===== config.mk =====
export PLATFORM = sky130hd
export DESIGN_NAME = uart_fifo_wr
export DESIGN_NICKNAME = d
export VERILOG_FILES = /design/src/rtl/uart_fifo_pkg.sv /design/src/rtl/uart_fifo_bin2gray.sv /design/src/rtl/uart_fifo_wr.sv
export SDC_FILE = /design/constraint.sdc
export NUM_CORES = 1
export LEC_CHECK = 0
export CAP_MARGIN = 10
export CORE_UTILIZATION = 35
export CTS_CLUSTER_SIZE = 28
export DETAILED_ROUTE_END_ITERATION = 8
export PLACE_DENSITY_LB_ADDON = 0.1
export SYNTH_ARGS = -nofsm -noshare
export SYNTH_HDL_FRONTEND = slang
export SYNTH_HIERARCHICAL = 1
export SYNTH_SLANG_ARGS = --single-unit
export TNS_END_PERCENT = 30

===== constraint.sdc =====
create_clock -name i_fifo_wr_clk -period 4.3 [get_ports i_fifo_wr_clk]
set_input_delay 0.86 -clock i_fifo_wr_clk [delete_from_list [all_inputs] [get_ports i_fifo_wr_clk]]
set_output_delay 0.86 -clock i_fifo_wr_clk [all_outputs]
set_load 0.02 [all_outputs]

===== src/rtl/uart_fifo_pkg.sv =====
// Shared definitions for the UART async FIFO pointer controllers.
// Holds the default geometry and the binary-to-Gray helper used on both sides.
package uart_fifo_pkg;

  localparam int DEF_PTR_WIDTH = 4;
  localparam int DEF_AF_THRESH = 6;

  // Operates on a wide word so any pointer width up to 32 bits can reuse it.
  function automatic logic [31:0] bin2gray(input logic [31:0] bin);
    return bin ^ (bin >> 1);
  endfunction

endpackage


===== src/rtl/uart_fifo_bin2gray.sv =====
// Combinational binary-to-Gray converter for FIFO pointers.
// Shared by the write-side and read-side controllers.
module uart_fifo_bin2gray
  import uart_fifo_pkg::*;
#(
  parameter int PTR_WIDTH = DEF_PTR_WIDTH
) (
  input  logic [PTR_WIDTH-1:0] bin,
  output logic [PTR_WIDTH-1:0] gray
);

  logic [31:0] gray_wide;

  assign gray_wide = bin2gray(32'(bin));
  assign gray      = gray_wide[PTR_WIDTH-1:0];

endmodule


===== src/rtl/uart_fifo_wr.sv =====
// Write-side pointer/flag controller of the UART async FIFO (write clock domain).
// Optional sticky overflow flag enabled by defining UART_FIFO_WR_OVF_EN.
module uart_fifo_wr
  import uart_fifo_pkg::*;
#(
  parameter int PTR_WIDTH = DEF_PTR_WIDTH,
  parameter int AF_THRESH = DEF_AF_THRESH
) (
`ifdef UART_FIFO_WR_OVF_EN
  input  logic                 i_fifo_wr_ovf_clr,
  output logic                 o_fifo_wr_overflow,
`endif
  input  logic                 i_fifo_wr_clk,
  input  logic                 i_fifo_wr_rst_n,
  input  logic                 i_fifo_wr_winc,
  input  logic [PTR_WIDTH-1:0] i_fifo_wr_rptr_conv,
  output logic [PTR_WIDTH-1:0] o_fifo_wr_wptr,
  output logic [PTR_WIDTH-1:0] o_fifo_wr_wptr_gray,
  output logic [PTR_WIDTH-2:0] o_fifo_wr_waddr,
  output logic                 o_fifo_wr_wen,
  output logic                 o_fifo_wr_full,
  output logic                 o_fifo_wr_almost_full,
  output logic [PTR_WIDTH-1:0] o_fifo_wr_level
);

  localparam logic [PTR_WIDTH-1:0] AF_LEVEL = PTR_WIDTH'(AF_THRESH);

  logic [PTR_WIDTH-1:0] wptr_next;
  logic [PTR_WIDTH-1:0] gray_next;
  logic [PTR_WIDTH-1:0] level_next;
  logic [PTR_WIDTH-1:0] rptr_full_match;
  logic                 full_next;
  logic                 af_next;

  // Handshake: winc is a request, ~full is the ready; a write is taken on
  // every rising edge where both are high (wen), and the memory stores on
  // that same edge at waddr. Requests while full are dropped, not queued.
  assign o_fifo_wr_wen   = i_fifo_wr_winc & ~o_fifo_wr_full & i_fifo_wr_rst_n;
  assign o_fifo_wr_waddr = o_fifo_wr_wptr[PTR_WIDTH-2:0];

  assign wptr_next  = o_fifo_wr_wptr + PTR_WIDTH'(o_fifo_wr_wen);
  assign level_next = wptr_next - i_fifo_wr_rptr_conv;

  // Full when the pointers address the same slot but differ in the wrap bit.
  assign rptr_full_match = {~i_fifo_wr_rptr_conv[PTR_WIDTH-1],
                            i_fifo_wr_rptr_conv[PTR_WIDTH-2:0]};
  assign full_next       = (wptr_next == rptr_full_match);
  assign af_next         = (level_next >= AF_LEVEL);

  uart_fifo_bin2gray #(
    .PTR_WIDTH(PTR_WIDTH)
  ) u_bin2gray (
    .bin  (wptr_next),
    .gray (gray_next)
  );

  always_ff @(posedge i_fifo_wr_clk) begin
    if (!i_fifo_wr_rst_n) begin
      o_fifo_wr_wptr        <= '0;
      o_fifo_wr_wptr_gray   <= '0;
      o_fifo_wr_full        <= 1'b0;
      o_fifo_wr_almost_full <= 1'b0;
      o_fifo_wr_level       <= '0;
    end else begin
      o_fifo_wr_wptr        <= wptr_next;
      o_fifo_wr_wptr_gray   <= gray_next;
      o_fifo_wr_full        <= full_next;
      o_fifo_wr_almost_full <= af_next;
      o_fifo_wr_level       <= level_next;
    end
  end

`ifdef UART_FIFO_WR_OVF_EN
  // Sticky; a rejected write in the same cycle as a clear keeps it set.
  always_ff @(posedge i_fifo_wr_clk) begin
    if (!i_fifo_wr_rst_n) begin
      o_fifo_wr_overflow <= 1'b0;
    end else if (i_fifo_wr_winc && o_fifo_wr_full) begin
      o_fifo_wr_overflow <= 1'b1;
    end else if (i_fifo_wr_ovf_clr) begin
      o_fifo_wr_overflow <= 1'b0;
    end
  end
`endif

endmodule


# Word level (Yosys, flattened, before mapping)
# Cells that the tools add are included.
# op_classes
bitwise,5
order_cmp,1
addsub,2
eq_ne,1
# op_table
operator,n
4-bit by 1-bit adder with 4-bit output,1
4-bit equality test,1
"4-bit by 3-bit greater-or-equal comparator with 1-bit output, second input constant",1
4-bit subtractor,1
4-bit by 3-bit bitwise XOR with 4-bit output,1
1-bit AND,2
1-bit inverter,2
# totals
in_bits,7
ff_bits,14

# Logic depth before layout (Yosys ltp)
# depth
depth_word,6
depth_mapped,10
depth_no_buf,9

# Cells and area by module
# Netlist, hierarchy kept.
# by_module_without_submodules
mod,cells_per_inst,seq_area_each_um2,area_per_inst_um2,n_inst
uart_fifo_wr,56,280.3,604.3,1
uart_fifo_bin2gray,4,0.0,33.8,1

# Worst setup path before layout
# No wires, ideal clock.
# synth_path
kind,input-to-reg
start,input i_fifo_wr_rst_n
end,register o_fifo_wr_almost_full
arrival_time_ns,2.975
stages,10
setup_time_ns,0.120
n_path_buf,1
slack_ns,1.205
t_required_ns,4.180
cell_sequence,clkbuf_1 > nand2_1 > nor2_1 > ha_1 > ha_1 > xor2_1 > ha_1 > xnor2_1 > nor2b_1 > o31a_1
# synth_between
elab_chain_len,4
# synth_rtl
item,line,source
from (decl),uart_fifo_wr.sv:14,"input logic i_fifo_wr_rst_n,"
1-bit AND,uart_fifo_wr.sv:38,assign o_fifo_wr_wen = i_fifo_wr_winc & ~o_fifo_wr_full & i_fifo_wr_rst_n;
via o_fifo_wr_wen,uart_fifo_wr.sv:20,"output logic o_fifo_wr_wen,"
4-bit by 1-bit adder with 4-bit output,uart_fifo_wr.sv:41,assign wptr_next = o_fifo_wr_wptr + PTR_WIDTH'(o_fifo_wr_wen);
via wptr_next[2],uart_fifo_wr.sv:28,logic [PTR_WIDTH-1:0] wptr_next;
4-bit subtractor,uart_fifo_wr.sv:42,assign level_next = wptr_next - i_fifo_wr_rptr_conv;
4-bit by 3-bit greater-or-equal comparator with 1-bit output,uart_fifo_wr.sv:48,assign af_next = (level_next >= AF_LEVEL);
to (signal assigned),uart_fifo_wr.sv:68,o_fifo_wr_almost_full <= af_next;
to (decl),uart_fifo_wr.sv:22,"output logic o_fifo_wr_almost_full,"
# The timed path passes the listed nets, and every way through them passes these cells.
# A chain may end at the register's enable or synchronous reset.

# Worst setup path after layout
# layout_path
start,input i_fifo_wr_rst_n
end,output o_fifo_wr_wen
# layout_between
elab_chain_len,1
# layout_rtl
item,line
1-bit AND,uart_fifo_wr.sv:38
to (decl),uart_fifo_wr.sv:20
# No other way between the ends.

==> impl_metrics.json <==
{
  "outcome": "complete, no violations",
  "cts_tree": "yes",
  "synthCells": 60,
  "via_count": 448,
  "clock_skew_ns": 0.00114,
  "nFillCells": 175,
  "clkLatencyLatePin_ns": 0.27,
  "cts.path.max_buffers": 2,
  "grt_pass1_vias": 397,
  "intPower_mw": 0.227,
  "synth_seq_cells": 14,
  "seq_power_share_pct": 46.7,
  "ys.warnings.count": 6,
  "wirelength_um": 945,
  "portBuffers": 24,
  "cts_made_buffers": 3,
  "layout.nets": 97,
  "drcViolationCount": 0,
  "num_rows": 15,
  "worstSetupPathType": "in -> out",
  "power.share.switching_pct": 25.0,
  "clk_pin_slew_worst_paths_ns": 0.08,
  "maxSlewHeadroom_pct": 72.5,
  "ioPinCount": 25,
  "synth_area_leaders": "dfxtp_1, ha_1, and2_1",
  "critPathCaptureType": "output pin",
  "wl_per_cell_um": 8.75,
  "max-cap-violations": 0,
  "worst_pin_slew_ns": 0.412,
  "utilization_pct": 52.8,
  "required_ns": 3.44,
  "cellPowerDensity_nw_per_um2": 331,
  "max-vdd-ir-drop_mv": 0.310,
  "reg2reg_depth": 8,
  "fin_tns_setup_ns": 0,
  "cts_setup_buffers": 0,
  "yosys.area.top_type_share_pct": 43.9,
  "firstDrtPassIters": 1,
  "finalHoldViolCount": 0,
  "comb_power_share_pct": 22.9,
  "fin_crit_ns": 3.30,
  "crit_arrival_ns": 2.44,
  "synth_area_leader_cell": "dfxtp_1",
  "post-route-period-util_pct": 76.7,
  "place_congestion": 0.672,
  "setup_viol": 0,
  "cts_resized": 0,
  "cp_max_fo": 15,
  "rsz0062_at_grt": "false",
  "grt_antenna_before_repair": 0,
  "finalMaxSlewViolations": 0,
  "ys_types": 19,
  "avgSynthCellArea_um2": 10.6,
  "dieArea_um2": 2000,
  "drive_above_1_share_pct": 7.23,
  "cts_max_level": 1,
  "cp-start-kind": "input port",
  "hpwl_um": 747,
  "grt_usage_pct": 11.5,
  "start_util_pct": 37.0,
  "ant_nets": 0,
  "power.share.clock_pct": 30.4,
  "grt_max_degree": 16,
  "rrSetupSlack_ns": 2.13,
  "clock_sinks": 14,
  "clock.fmax_mhz": 303,
  "grt_pass1_wl_um": 1600,
  "synth_seq_area_share_pct": 43.9,
  "crit_start": "i_fifo_wr_rst_n",
  "antenna-diode-count": 0,
  "hold_buffers": 0,
  "regArea_um2": 280,
  "rr_endpoint": "o_fifo_wr_almost_full$_SDFF_PN0_",
  "core_um2": 1730,
  "grt-ovfl-total": 0,
  "crit_end": "o_fifo_wr_wen",
  "clockRootBuffer": "clkbuf_4",
  "vias_per_cell": 4.15,
  "drt-initial-drc-count": 0,
  "hp-class": "reg -> reg",
  "syn_nets": 73,
  "die_h_um": 44.7,
  "syn_to_final_growth_pct": 42.9,
  "power_leakage_nw": 0.412,
  "multi_input_area_um2": 305,
  "worstReg2RegStart": "o_fifo_wr_full$_SDFF_PN0_",
  "die_w_um": 44.7,
  "p_sw_mw": 0.0754,
  "syn_area_um2": 638
}
==> area by class of cell <==
type,instances,share of cell area (%)
Clock buffer,4,3.98
Inverter,5,2.06
Multi-Input combinational cell,36,33.5
Sequential cell,14,30.7
Tap cell,25,3.43
Timing Repair Buffer,24,26.3
==> cells in the mapped netlist (all sizes together) <==
cell type   n
o31a        1
dfxtp      14
clkbuf      1
inv         5
nand4       1
and2        9
nor2        2
nand2       1
o21ai       1
buf         4
fa          1
ha          5
xnor2       1
and3        2
o21a        1
a21oi       1
nor2b       4
xor2        5
xnor3       1
==> state kept, by name (all words and copies together), names as in the netlist <==
| signal | flops |
|---|---|
| o_fifo_wr_level | 4 |
| o_fifo_wr_full | 1 |
| o_fifo_wr_wptr_gray | 4 |
| o_fifo_wr_almost_full | 1 |
| o_fifo_wr_wptr | 4 |
==> per-layer routing <==
layer,routed length [µm],GRT usage (%)
met1,427,13.2
met2,454,17.6
met3,52,6.00
met4,10,5.45
met5,0,0
==> layout by cell type (no fill, tap or decap) <==
master,n
dfxtp_1,14
clkbuf_8,1
o21a_1,1
o31a_1,1
and2_1,9
clkbuf_4,3
nand2_1,1
nand4_1,1
nor2b_1,4
xor2_1,5
clkdlybuf4s50_1,24
ha_1,5
o21ai_0,1
inv_1,5
nor2_1,2
fa_1,1
and3_4,2
xnor2_1,1
a21oi_1,1
xnor3_1,1
==> cells by family after synthesis <==
group                      after synthesis  share of synthesized area (%)
and+or+nand+nor                         19                           19.0
DFF                                     14                           43.9
buffers and inverters                   10                           8.24
xor gates and xnor gates                 7                           11.8
adders and majority gates                6                           12.9
AOI/OAI and AO/OA                        4                           4.12
==> worst min path at each step <==
stage	slack [ns]	to	startpoint	cells past startpoint
5_1_grt	0.71	o_fifo_wr_wptr[3]$_SDFF_PN0_	o_fifo_wr_wptr[3]$_SDFF_PN0_	2
3_5_place_dp	0.66	o_fifo_wr_wptr_gray[3]$_SDFF_PN0_	o_fifo_wr_wptr[3]$_SDFF_PN0_	2
4_1_cts	0.68	o_fifo_wr_wptr_gray[3]$_SDFF_PN0_	o_fifo_wr_wptr[3]$_SDFF_PN0_	2
3_3_place_gp	0.67	o_fifo_wr_wptr[0]$_SDFF_PN0_	o_fifo_wr_wptr[0]$_SDFF_PN0_	2
6_report	0.67	o_fifo_wr_wptr_gray[3]$_SDFF_PN0_	o_fifo_wr_wptr[3]$_SDFF_PN0_	2
2_1_floorplan	0.78	o_fifo_wr_wptr[3]$_SDFF_PN0_	o_fifo_wr_wptr[3]$_SDFF_PN0_	2
==> stage by stage <==
step                      total power, mW  instances  area (µm²)  hold slack [ns]  setup WS [ns]
after floorplan                     0.185         60         638            0.777           1.20
after global placement              0.214        104         876            0.668          0.729
after detailed placement            0.214        104         876            0.663          0.717
after CTS                           0.310        108         912            0.680          0.971
after global routing                0.322        108         912            0.708          0.761
final                               0.302        108         912            0.669           1.00
==> worst max-delay path, cell delays in order <==
cell and delay, ns:
clkdlybuf4s50_1 0.72, nand2_1 0.10, nor2_1 0.14, clkdlybuf4s50_1 0.62
==> power by group through the flow <==
stage                     Combinational (mW)  Clock, mW  Sequential [mW]
after CTS                             0.0699     0.0981            0.142
after detailed placement              0.0696          0            0.145
final                                 0.0691     0.0918            0.141
after global placement                0.0701          0            0.144
after floorplan                       0.0297          0            0.156
after global routing                  0.0759      0.104            0.142
(Power assumes the default switching activity.)
